**src/rtl/vending_pkg.sv**
```systemverilog
// Coin codes and output-FSM state encoding shared by the coin acceptor
// and the vending FSM downstream of it.
package vending_pkg;

    localparam logic [1:0] COIN_NONE = 2'b00;
    localparam logic [1:0] COIN_5    = 2'b01;
    localparam logic [1:0] COIN_10   = 2'b10;

    typedef enum logic [1:0] {
        ST_IDLE = 2'd0,
        ST_EMIT = 2'd1,
        ST_GAP  = 2'd2
    } out_state_t;

    function automatic logic [1:0] coin_code(input logic is10);
        return is10 ? COIN_10 : COIN_5;
    endfunction

endpackage

```
**src/rtl/coin_debounce.sv**
```systemverilog
// One coin-sensor channel: two-flop synchroniser, consecutive-sample
// debouncer and a registered rising-edge event (one pulse per coin).
module coin_debounce
    import vending_pkg::*;
#(
    parameter int DEBOUNCE_CYCLES = 8
) (
    input  logic clk,
    input  logic rst,
    input  logic raw_i,
    output logic rise_o
);

    localparam int CW = $clog2(DEBOUNCE_CYCLES + 1);

    logic          sync1_q, sync2_q;
    logic          level_q, level_d;
    logic          rise_q, rise_d;
    logic [CW-1:0] cnt_q, cnt_d;

    always_comb begin
        level_d = level_q;
        rise_d  = 1'b0;
        cnt_d   = '0;
        if (sync2_q != level_q) begin
            // this differing sample is the DEBOUNCE_CYCLES-th in a row
            if (cnt_q == CW'(DEBOUNCE_CYCLES - 1)) begin
                level_d = ~level_q;
                rise_d  = ~level_q;
            end else begin
                cnt_d = cnt_q + CW'(1);
            end
        end
    end

    // level resets high so a sensor stuck high through reset never counts as a coin
    always_ff @(posedge clk) begin
        if (rst) begin
            sync1_q <= 1'b0;
            sync2_q <= 1'b0;
            level_q <= 1'b1;
            cnt_q   <= '0;
            rise_q  <= 1'b0;
        end else begin
            sync1_q <= raw_i;
            sync2_q <= sync1_q;
            level_q <= level_d;
            cnt_q   <= cnt_d;
            rise_q  <= rise_d;
        end
    end

    assign rise_o = rise_q;

endmodule

```
**src/rtl/coin_acceptor.sv**
```systemverilog
// Coin front end: debounced Rs5/Rs10 events -> coin FIFO -> one-cycle codes with idle gap.
// Define COIN_ACCEPTOR_TALLY_EN to add the tally5/tally10 emitted-coin counters.
module coin_acceptor
    import vending_pkg::*;
#(
    parameter int DEBOUNCE_CYCLES = 8,
    parameter int FIFO_DEPTH      = 4,
    parameter int GAP_CYCLES      = 1
) (
    input  logic                          clk,
    input  logic                          rst,
    input  logic                          coin5_raw,
    input  logic                          coin10_raw,
    input  logic                          accept_en,
    output logic [1:0]                    in,
    output logic                          reject,
    output logic                          overflow,
`ifdef COIN_ACCEPTOR_TALLY_EN
    output logic [15:0]                   tally5,
    output logic [15:0]                   tally10,
`endif
    output logic [$clog2(FIFO_DEPTH):0]   fifo_count
);

    localparam int AW   = $clog2(FIFO_DEPTH);
    localparam int CNTW = AW + 1;
    localparam int GW   = $clog2(GAP_CYCLES + 1);

    logic ev5, ev10;

    coin_debounce #(.DEBOUNCE_CYCLES(DEBOUNCE_CYCLES)) u_deb5 (
        .clk    (clk),
        .rst    (rst),
        .raw_i  (coin5_raw),
        .rise_o (ev5)
    );

    coin_debounce #(.DEBOUNCE_CYCLES(DEBOUNCE_CYCLES)) u_deb10 (
        .clk    (clk),
        .rst    (rst),
        .raw_i  (coin10_raw),
        .rise_o (ev10)
    );

    logic [FIFO_DEPTH-1:0] mem_q;
    logic [AW-1:0]         wr_q, rd_q;
    logic [CNTW-1:0]       count_q;
    logic                  reject_q, overflow_q;
    out_state_t            state_q;
    logic [1:0]            in_q;
    logic [GW-1:0]         gap_q;

    logic can_leave, pop, single, jam, full_after_pop, push, drop;

    // The last GAP cycle may pop directly so back-to-back coins are 1+GAP_CYCLES apart.
    always_comb begin
        can_leave      = (state_q == ST_IDLE) || ((state_q == ST_GAP) && (gap_q == '0));
        pop            = can_leave && (count_q != '0) && accept_en;
        single         = ev5 ^ ev10;
        jam            = ev5 & ev10;
        full_after_pop = (count_q == CNTW'(FIFO_DEPTH)) && !pop;
        push           = single && !full_after_pop;
        drop           = single && full_after_pop;
    end

    always_ff @(posedge clk) begin
        if (rst) begin
            mem_q      <= '0;
            wr_q       <= '0;
            rd_q       <= '0;
            count_q    <= '0;
            reject_q   <= 1'b0;
            overflow_q <= 1'b0;
        end else begin
            if (push) begin
                mem_q[wr_q] <= ev10;
                wr_q        <= wr_q + AW'(1);
            end
            if (pop) begin
                rd_q <= rd_q + AW'(1);
            end
            count_q    <= count_q + CNTW'(push) - CNTW'(pop);
            reject_q   <= jam | drop;
            overflow_q <= overflow_q | drop;
        end
    end

    always_ff @(posedge clk) begin
        if (rst) begin
            state_q <= ST_IDLE;
            in_q    <= COIN_NONE;
            gap_q   <= '0;
        end else begin
            case (state_q)
                ST_IDLE: begin
                    if (pop) begin
                        in_q    <= coin_code(mem_q[rd_q]);
                        state_q <= ST_EMIT;
                    end
                end
                ST_EMIT: begin
                    in_q    <= COIN_NONE;
                    gap_q   <= GW'(GAP_CYCLES - 1);
                    state_q <= ST_GAP;
                end
                ST_GAP: begin
                    if (gap_q == '0) begin
                        if (pop) begin
                            in_q    <= coin_code(mem_q[rd_q]);
                            state_q <= ST_EMIT;
                        end else begin
                            state_q <= ST_IDLE;
                        end
                    end else begin
                        gap_q <= gap_q - GW'(1);
                    end
                end
                default: begin
                    in_q    <= COIN_NONE;
                    state_q <= ST_IDLE;
                end
            endcase
        end
    end

`ifdef COIN_ACCEPTOR_TALLY_EN
    logic [15:0] tally5_q, tally10_q;

    always_ff @(posedge clk) begin
        if (rst) begin
            tally5_q  <= '0;
            tally10_q <= '0;
        end else if (state_q == ST_EMIT) begin
            if (in_q == COIN_5) begin
                tally5_q <= tally5_q + 16'd1;
            end else if (in_q == COIN_10) begin
                tally10_q <= tally10_q + 16'd1;
            end
        end
    end

    assign tally5  = tally5_q;
    assign tally10 = tally10_q;
`endif

    assign in         = in_q;
    assign reject     = reject_q;
    assign overflow   = overflow_q;
    assign fifo_count = count_q;

endmodule

```
**config.mk**
```make
export PLATFORM = sky130hd
export DESIGN_NAME = coin_acceptor
export DESIGN_NICKNAME = d
export VERILOG_FILES = /design/src/rtl/vending_pkg.sv /design/src/rtl/coin_debounce.sv /design/src/rtl/coin_acceptor.sv
export SDC_FILE = /design/constraint.sdc
export NUM_CORES = 1
export LEC_CHECK = 0
export BUFFER_PORTS_ARGS = -buffer_cell sky130_fd_sc_hd__buf_2
export CORE_MARGIN = 4
export CORE_UTILIZATION = 50
export DETAILED_ROUTE_END_ITERATION = 7
export PLACE_DENSITY = 0.78
export SLEW_MARGIN = 5
export SYNTH_ARGS = -nofsm -noshare
export SYNTH_HDL_FRONTEND = slang
export SYNTH_SLANG_ARGS = --single-unit
```
**constraint.sdc**
```tcl
create_clock -name clk -period 2.5 [get_ports clk]
set_input_delay 0.375 -clock clk [delete_from_list [all_inputs] [get_ports clk]]
set_output_delay 0.375 -clock clk [all_outputs]
set_load 0.005 [all_outputs]
```
Word-level counts from Yosys, hierarchy flattened
Index checks and enable logic that the tools add are counted.

Flip-flop bits (word level): 34. Bits in latches: 0. Bits in writable memories: 0. Bits in read-only memories: 0. Bits of input ports: 5. Output and inout port bits: 7. Word-level logic and storage cells: 84. Memories kept: 0.

$add $sub $neg: 7. Multipliers: 0. Divide/modulo/power cells: 0. Order comparisons: 3. Equal/unequal tests: 9. Shifts and indexed selects: 0. Muxes and demuxes: 15. Bitwise operators: 11. Reduce and logical (&&, ||, !) cells: 20.

Operators by type and width (number): OR reduction 3 bit (4); 2-to-1 mux 2 bit (5); adder 4 x 1 -> 4 bit, second input constant (2); == test 4 x 3 -> 1 bit, second input constant (2); logical AND 1 bit (7); NOT 1 bit (7); < comparator 2 x 3 -> 1 bit, second input constant (2); case mux 2 bit (3 select lines) (1); AND reduction 2 bit (3); adder 2 x 1 -> 2 bit, second input constant (2); bitwise mux 4 bit (1); 2-to-1 mux 1 bit (4); != test 2 bit, second input constant (2); case mux 2 bit (2 select lines) (1); adder 3 x 1 -> 3 bit (1); == test 3 bit, second input constant (1); nonzero test 3 bit (1); subtractor 3 x 1 -> 3 bit (1); binary-select mux 1 bit (select 2 bit) (1); demux 1 bit (select 2 bit) (1); == test 2 x 1 -> 1 bit, second input constant (1); == test 2 bit, second input constant (1); >= comparator 2 x 1 -> 1 bit, second input constant (1); logical NOT 1 bit (2); 9 further kinds (11).

Longest topological paths before layout
Depth after elaboration: 11. Mapped depth: 11. Depth with buffers taken out: 11.

By module
From an unflattened synthesis, not the netlist that was laid out.

Cell total of the unflattened synthesis: 139. Area, all modules: 1376.3 sq um.

Modules (own cells, without submodules): coin_acceptor (times used 1, cells an instance 87, area an instance 815.8 sq um, seq. area each 320.3 sq um); coin_debounce (times used 2, cells an instance 26, area an instance 280.3 sq um, seq. area each 160.2 sq um).

Worst setup path after synthesis
Ideal clock, no wire load.

Kind: register -> register. From: reg u_deb10.rise_q, in the netlist u_deb10.rise_o. To: reg count_q[2], in the netlist fifo_count[2]. Library setup time: 0.126 ns. Data arrival time: 2.176 ns. Required time: 2.374 ns. Slack: 0.197 ns. Cell stages (with the launch flop): 12. Buffers on the path: 0. Clock period less this slack: 2.303 ns. Cells stage by stage: dfxtp_1 -> ha_1 -> inv_1 -> a31oi_1 -> inv_1 -> ha_1 -> inv_1 -> ha_1 -> fa_1 -> xnor2_1 -> xnor2_1 -> nor2_1.

Word-level cells in the longest chain between the ends: 4.

Ends and longest elaborated chain: start: declaration (line coin_debounce.sv:18) `logic rise_q, rise_d;`; start signal: assignment (line coin_debounce.sv:49) `rise_q <= rise_d;`; bitwise XOR 1 bit (line coin_acceptor.sv:59) `single = ev5 ^ ev10;`; logical AND 1 bit (line coin_acceptor.sv:62) `push = single && !full_after_pop;`; adder 3 x 1 -> 3 bit (line coin_acceptor.sv:82) `count_q <= count_q + CNTW'(push) - CNTW'(pop);`; subtractor 3 x 1 -> 3 bit (line coin_acceptor.sv:82); end signal: assignment (line coin_acceptor.sv:82); end: declaration (line coin_acceptor.sv:47) `logic [CNTW-1:0] count_q;`.

No other way between the ends. A chain may end at the register's enable or synchronous reset.

Worst setup path in the final report
Same ends and word-level chain as after synthesis.

==> flow_summary_export.csv <==
group,metric,value,unit
pwr,max-vdd-ir-drop,695,uV
global_routing,antenna_found_initial,0,
pwr,leakage,0.632,nW
floorplanning,dieArea,3660,um^2
timing,final-hold-violation-count,0,
synthesis,synth_compound_area_frac,0.0718,
setup_path,critPathLaunchType,"flip-flop",
synthesis,synthCells,140,
layout,final_core_util,0.607,
timing,period_share,0.954,
pwr,combinationalPowerShare,0.247,
detailed_routing,routed_via_density,5.26,
clocking,postCtsSetupBuffers,0,
setup_path,critPathKind,"reg -> reg",
layout,layout_common_cells,"dfxtp_1 (32), inv_1 (15), nor2_1 (13), buf_2 (11)",
global_routing,grt_pass1_vias,942,
detailed_routing,drc_errors,0,
synthesis,synth-simple-area-share,0.198,
floorplanning,die_w,60.5,um
global_routing,grt_pass1_wl,3930,um
synthesis,yosys-mux-area-fraction,0.0609,
clocking,clk_latency,0.33,ns
layout,drive_gt1_frac,0.167,
run,max_cap_viol_count,0,
synthesis,synth_top_area_share,0.465,
synthesis,syn-cell-area,1380,um^2
synthesis,synthAdderAreaFrac,0.0964,
floorplanning,initial_core_util,0.541,
synthesis,ys_types,32,
synthesis,yosys_warnings,0,
placement,routabilityCongestion,0.810,
timing,worst_slew_margin_rel,0.690,
placement,dpl_cell_area,1460,um^2
detailed_routing,first_pass_iters,4,
floorplanning,coreArea,2540,um^2
clocking,cts_buffer_depth,2,
setup_path,crit_required,2.72,ns
timing,min_period,2.38,ns
setup_path,r2r_end,"fifo_count[2]$_SDFF_PP0_",
detailed_routing,wirelength,2350,um
clocking,numCtsBuffers,5,
detailed_routing,wl_per_cell,12.6,um
hold_path,worstHoldStart,"coin5_raw",
clocking,numClockSinks,32,
setup_path,crit_chain,"ha_2, inv_1, a31oi_2, inv_1, ha_1, inv_1, ha_1, fa_1, xnor2_2, xnor2_1, nor2_1",
clocking,cts_root_buffer,"clkbuf_4",
synthesis,synth_area_leaders,"dfxtp_1 (47%), ha_1 (8.2%), inv_1 (4.1%)",
hold_path,hold_class,"in -> reg",
status,status,"finished clean",
pwr,power.share.clock,0.242,
setup_path,crit_top_cell,"inv_1",
global_routing,grt_max_degree,33,
synthesis,yosysTopAreaCell,"dfxtp_1",
global_routing,grt-ovfl-total,0,
timing,setup-violations-final,0,
pwr,p_int,0.000844,W
clocking,cts_tree,"built",
pwr,swShare,0.317,
synthesis,synth_xor_area_frac,0.0509,
layout,fin_nets,170,
clocking,htreeDepth,2,
pwr,p_sw,0.000392,W
setup_path,ff2ff_path_depth,11,
setup_path,arrival,2.60,ns
detailed_routing,drtIter0Drc,11,
detailed_routing,ant_nets,0,
synthesis,syn_area_per_cell,9.83,um^2
timing,final_max_slew_viol_count,0,
timing,tightest_slew,0.465,ns
setup_path,critPathSlowestCell,"fa_1",
hold_path,hold-path-endpoint,"u_deb5.sync1_q$_SDFF_PP0_",
timing,fin_skew,0.0103,ns
setup_path,cpPeakStageDelay,0.42,ns
setup_path,r2r_start,"u_deb10.rise_o$_SDFF_PP0_",
timing,finalSetupTns,0,ns
synthesis,ys_seq_area_frac,0.465,
floorplanning,die_y,60.5,um
detailed_routing,dr_total_vias,979,
floorplanning,io_pins,12,
floorplanning,rows,18,
setup_path,reg2reg_setup_slack,0.12,ns
setup_path,critPathMaxFanout,6,
setup_path,worstSetupEndpointType,"flip-flop",
timing,fmax,419,MHz
layout,synthToLayoutAreaGrowth,12.2,%
synthesis,synth_top_family_by_area,"simple AND/OR/NAND/NOR gates",
layout,final_common_cell,"dfxtp_1",
synthesis,synth.ff_latch_count,32,
placement,portBuffers,11,
global_routing,grt_util_all_layers,0.148,
synthesis,syn_nets,155,
hold_path,hold_path_depth,2,
pwr,pwr-share-seq,0.511,
clocking,clk_pin_slew,0.09,ns
pwr,powerDensity,801,nW/um^2
placement,hpwl,1630,um
layout,antenna_cells,0,
layout,final_area,1540,um^2
layout make-up:
class | count | area [um^2]
Clock buffer | 8 | 58.8
Fill cell | 220 | 1000
Inverter | 15 | 56.3
Multi-Input combinational cell | 88 | 681
Sequential cell | 32 | 641
Tap cell | 30 | 37.5
Timing Repair Buffer | 13 | 70.1
registers in the layout (all words and copies together), names as in the netlist, 2 cells and up:
register and cells:
wr_q 2, u_deb5.cnt_q 4, fifo_count 3, u_deb10.cnt_q 4, mem_q 4, rd_q 2
in 2
power by group through the flow:
stage               logic [W]  registers (W)  clock network [W]
finish               0.000306       0.000632           0.000299
detailed placement   0.000273       0.000630                  0
global placement     0.000252       0.000625                  0
floorplan            0.000211       0.000610                  0
CTS                  0.000275       0.000618           0.000309
global route         0.000351       0.000643           0.000341
synth_stat cells:
| library cell | instances |
|---|---|
| and3b_1 | 2 |
| or3b_2 | 1 |
| a211o_1 | 2 |
| or4_1 | 2 |
| nand4_1 | 1 |
| nor2_1 | 13 |
| o31ai_1 | 1 |
| nor4_1 | 2 |
| nor3_1 | 1 |
| nand3_1 | 2 |
| mux4_2 | 1 |
| o21ai_0 | 1 |
| nand3b_1 | 4 |
| buf_2 | 2 |
| xor2_1 | 6 |
| a31oi_1 | 5 |
| or3_1 | 1 |
| clkbuf_1 | 3 |
| inv_1 | 15 |
| mux2i_1 | 5 |
| nor2b_1 | 6 |
| nor3_2 | 1 |
| fa_1 | 1 |
| nand2b_1 | 8 |
| o41ai_1 | 1 |
| a21oi_1 | 4 |
| o2bb2ai_1 | 1 |
| ha_1 | 9 |
| xnor2_1 | 2 |
| nand2_1 | 4 |
| dfxtp_1 | 32 |
| mux2_2 | 1 |
worst max-delay path, delay by kind of cell, from the launching register on:
kind                     cells  cell delay, ns
flip-flops                   1            0.33
adder cells (fa/ha/maj)      4            1.24
AND/OR/NAND/NOR              1            0.05
XOR/XNOR                     2            0.32
buffers and inverters        3            0.16
AO/OA/AOI/OAI                1            0.16
metal layers:
metal  wire length [um]  share of wire  GRT usage  vias to the layer above
met3                115          0.049     0.0447                        8
met2               1100           0.47      0.231                       18
met1               1060           0.45      0.174                      455
met4                 77          0.033      0.102                        0
li1                   -              -          -                      498
met5                  0              0          0                        -
repair_timing:
action | 4_1_cts | 5_1_grt
hold buffers | 0 | 0
setup endpoints to repair | 0 | 1
endpoints found under the hold margin | 0 | 0
resized for setup | 0 | 4
worst max path at each step:
| stage | startpoint | slack (ns) | end | cells past startpoint |
|---|---|---|---|---|
| 2_1_floorplan | u_deb10.rise_o$_SDFF_PP0_ | 0.20 | fifo_count[2]$_SDFF_PP0_ | 11 |
| 3_3_place_gp | u_deb10.rise_o$_SDFF_PP0_ | 0.23 | fifo_count[2]$_SDFF_PP0_ | 11 |
| 3_5_place_dp | u_deb10.rise_o$_SDFF_PP0_ | 0.18 | fifo_count[2]$_SDFF_PP0_ | 11 |
| 4_1_cts | u_deb10.rise_o$_SDFF_PP0_ | 0.15 | fifo_count[2]$_SDFF_PP0_ | 11 |
| 5_1_grt | fifo_count[1]$_SDFF_PP0_ | -0.07 | fifo_count[2]$_SDFF_PP0_ | 10 |
| 6_report | u_deb10.rise_o$_SDFF_PP0_ | 0.12 | fifo_count[2]$_SDFF_PP0_ | 11 |
cells by family (layout without fill, tap and decap cells):
group	count (synthesis)	in the layout
mux	7	7
xor+xnor	8	8
compound gates	15	15
buf+inv	20	36
flops	32	32
simple gates	48	48
fa+ha+maj	10	10
per-stage QoR:
stage / total power, W / cells / hold WS, ns / setup slack [ns]
2_1_floorplan: 0.000821 / 140 / 0.414 / 0.197
3_3_place_gp: 0.000877 / 178 / 0.419 / 0.232
3_5_place_dp: 0.000903 / 178 / 0.428 / 0.176
4_1_cts: 0.00120 / 186 / 0.237 / 0.151
5_1_grt: 0.00134 / 186 / 0.250 / -0.0691
6_report: 0.00124 / 186 / 0.252 / 0.116
Note: power is estimated with default switching activity, not from simulation.
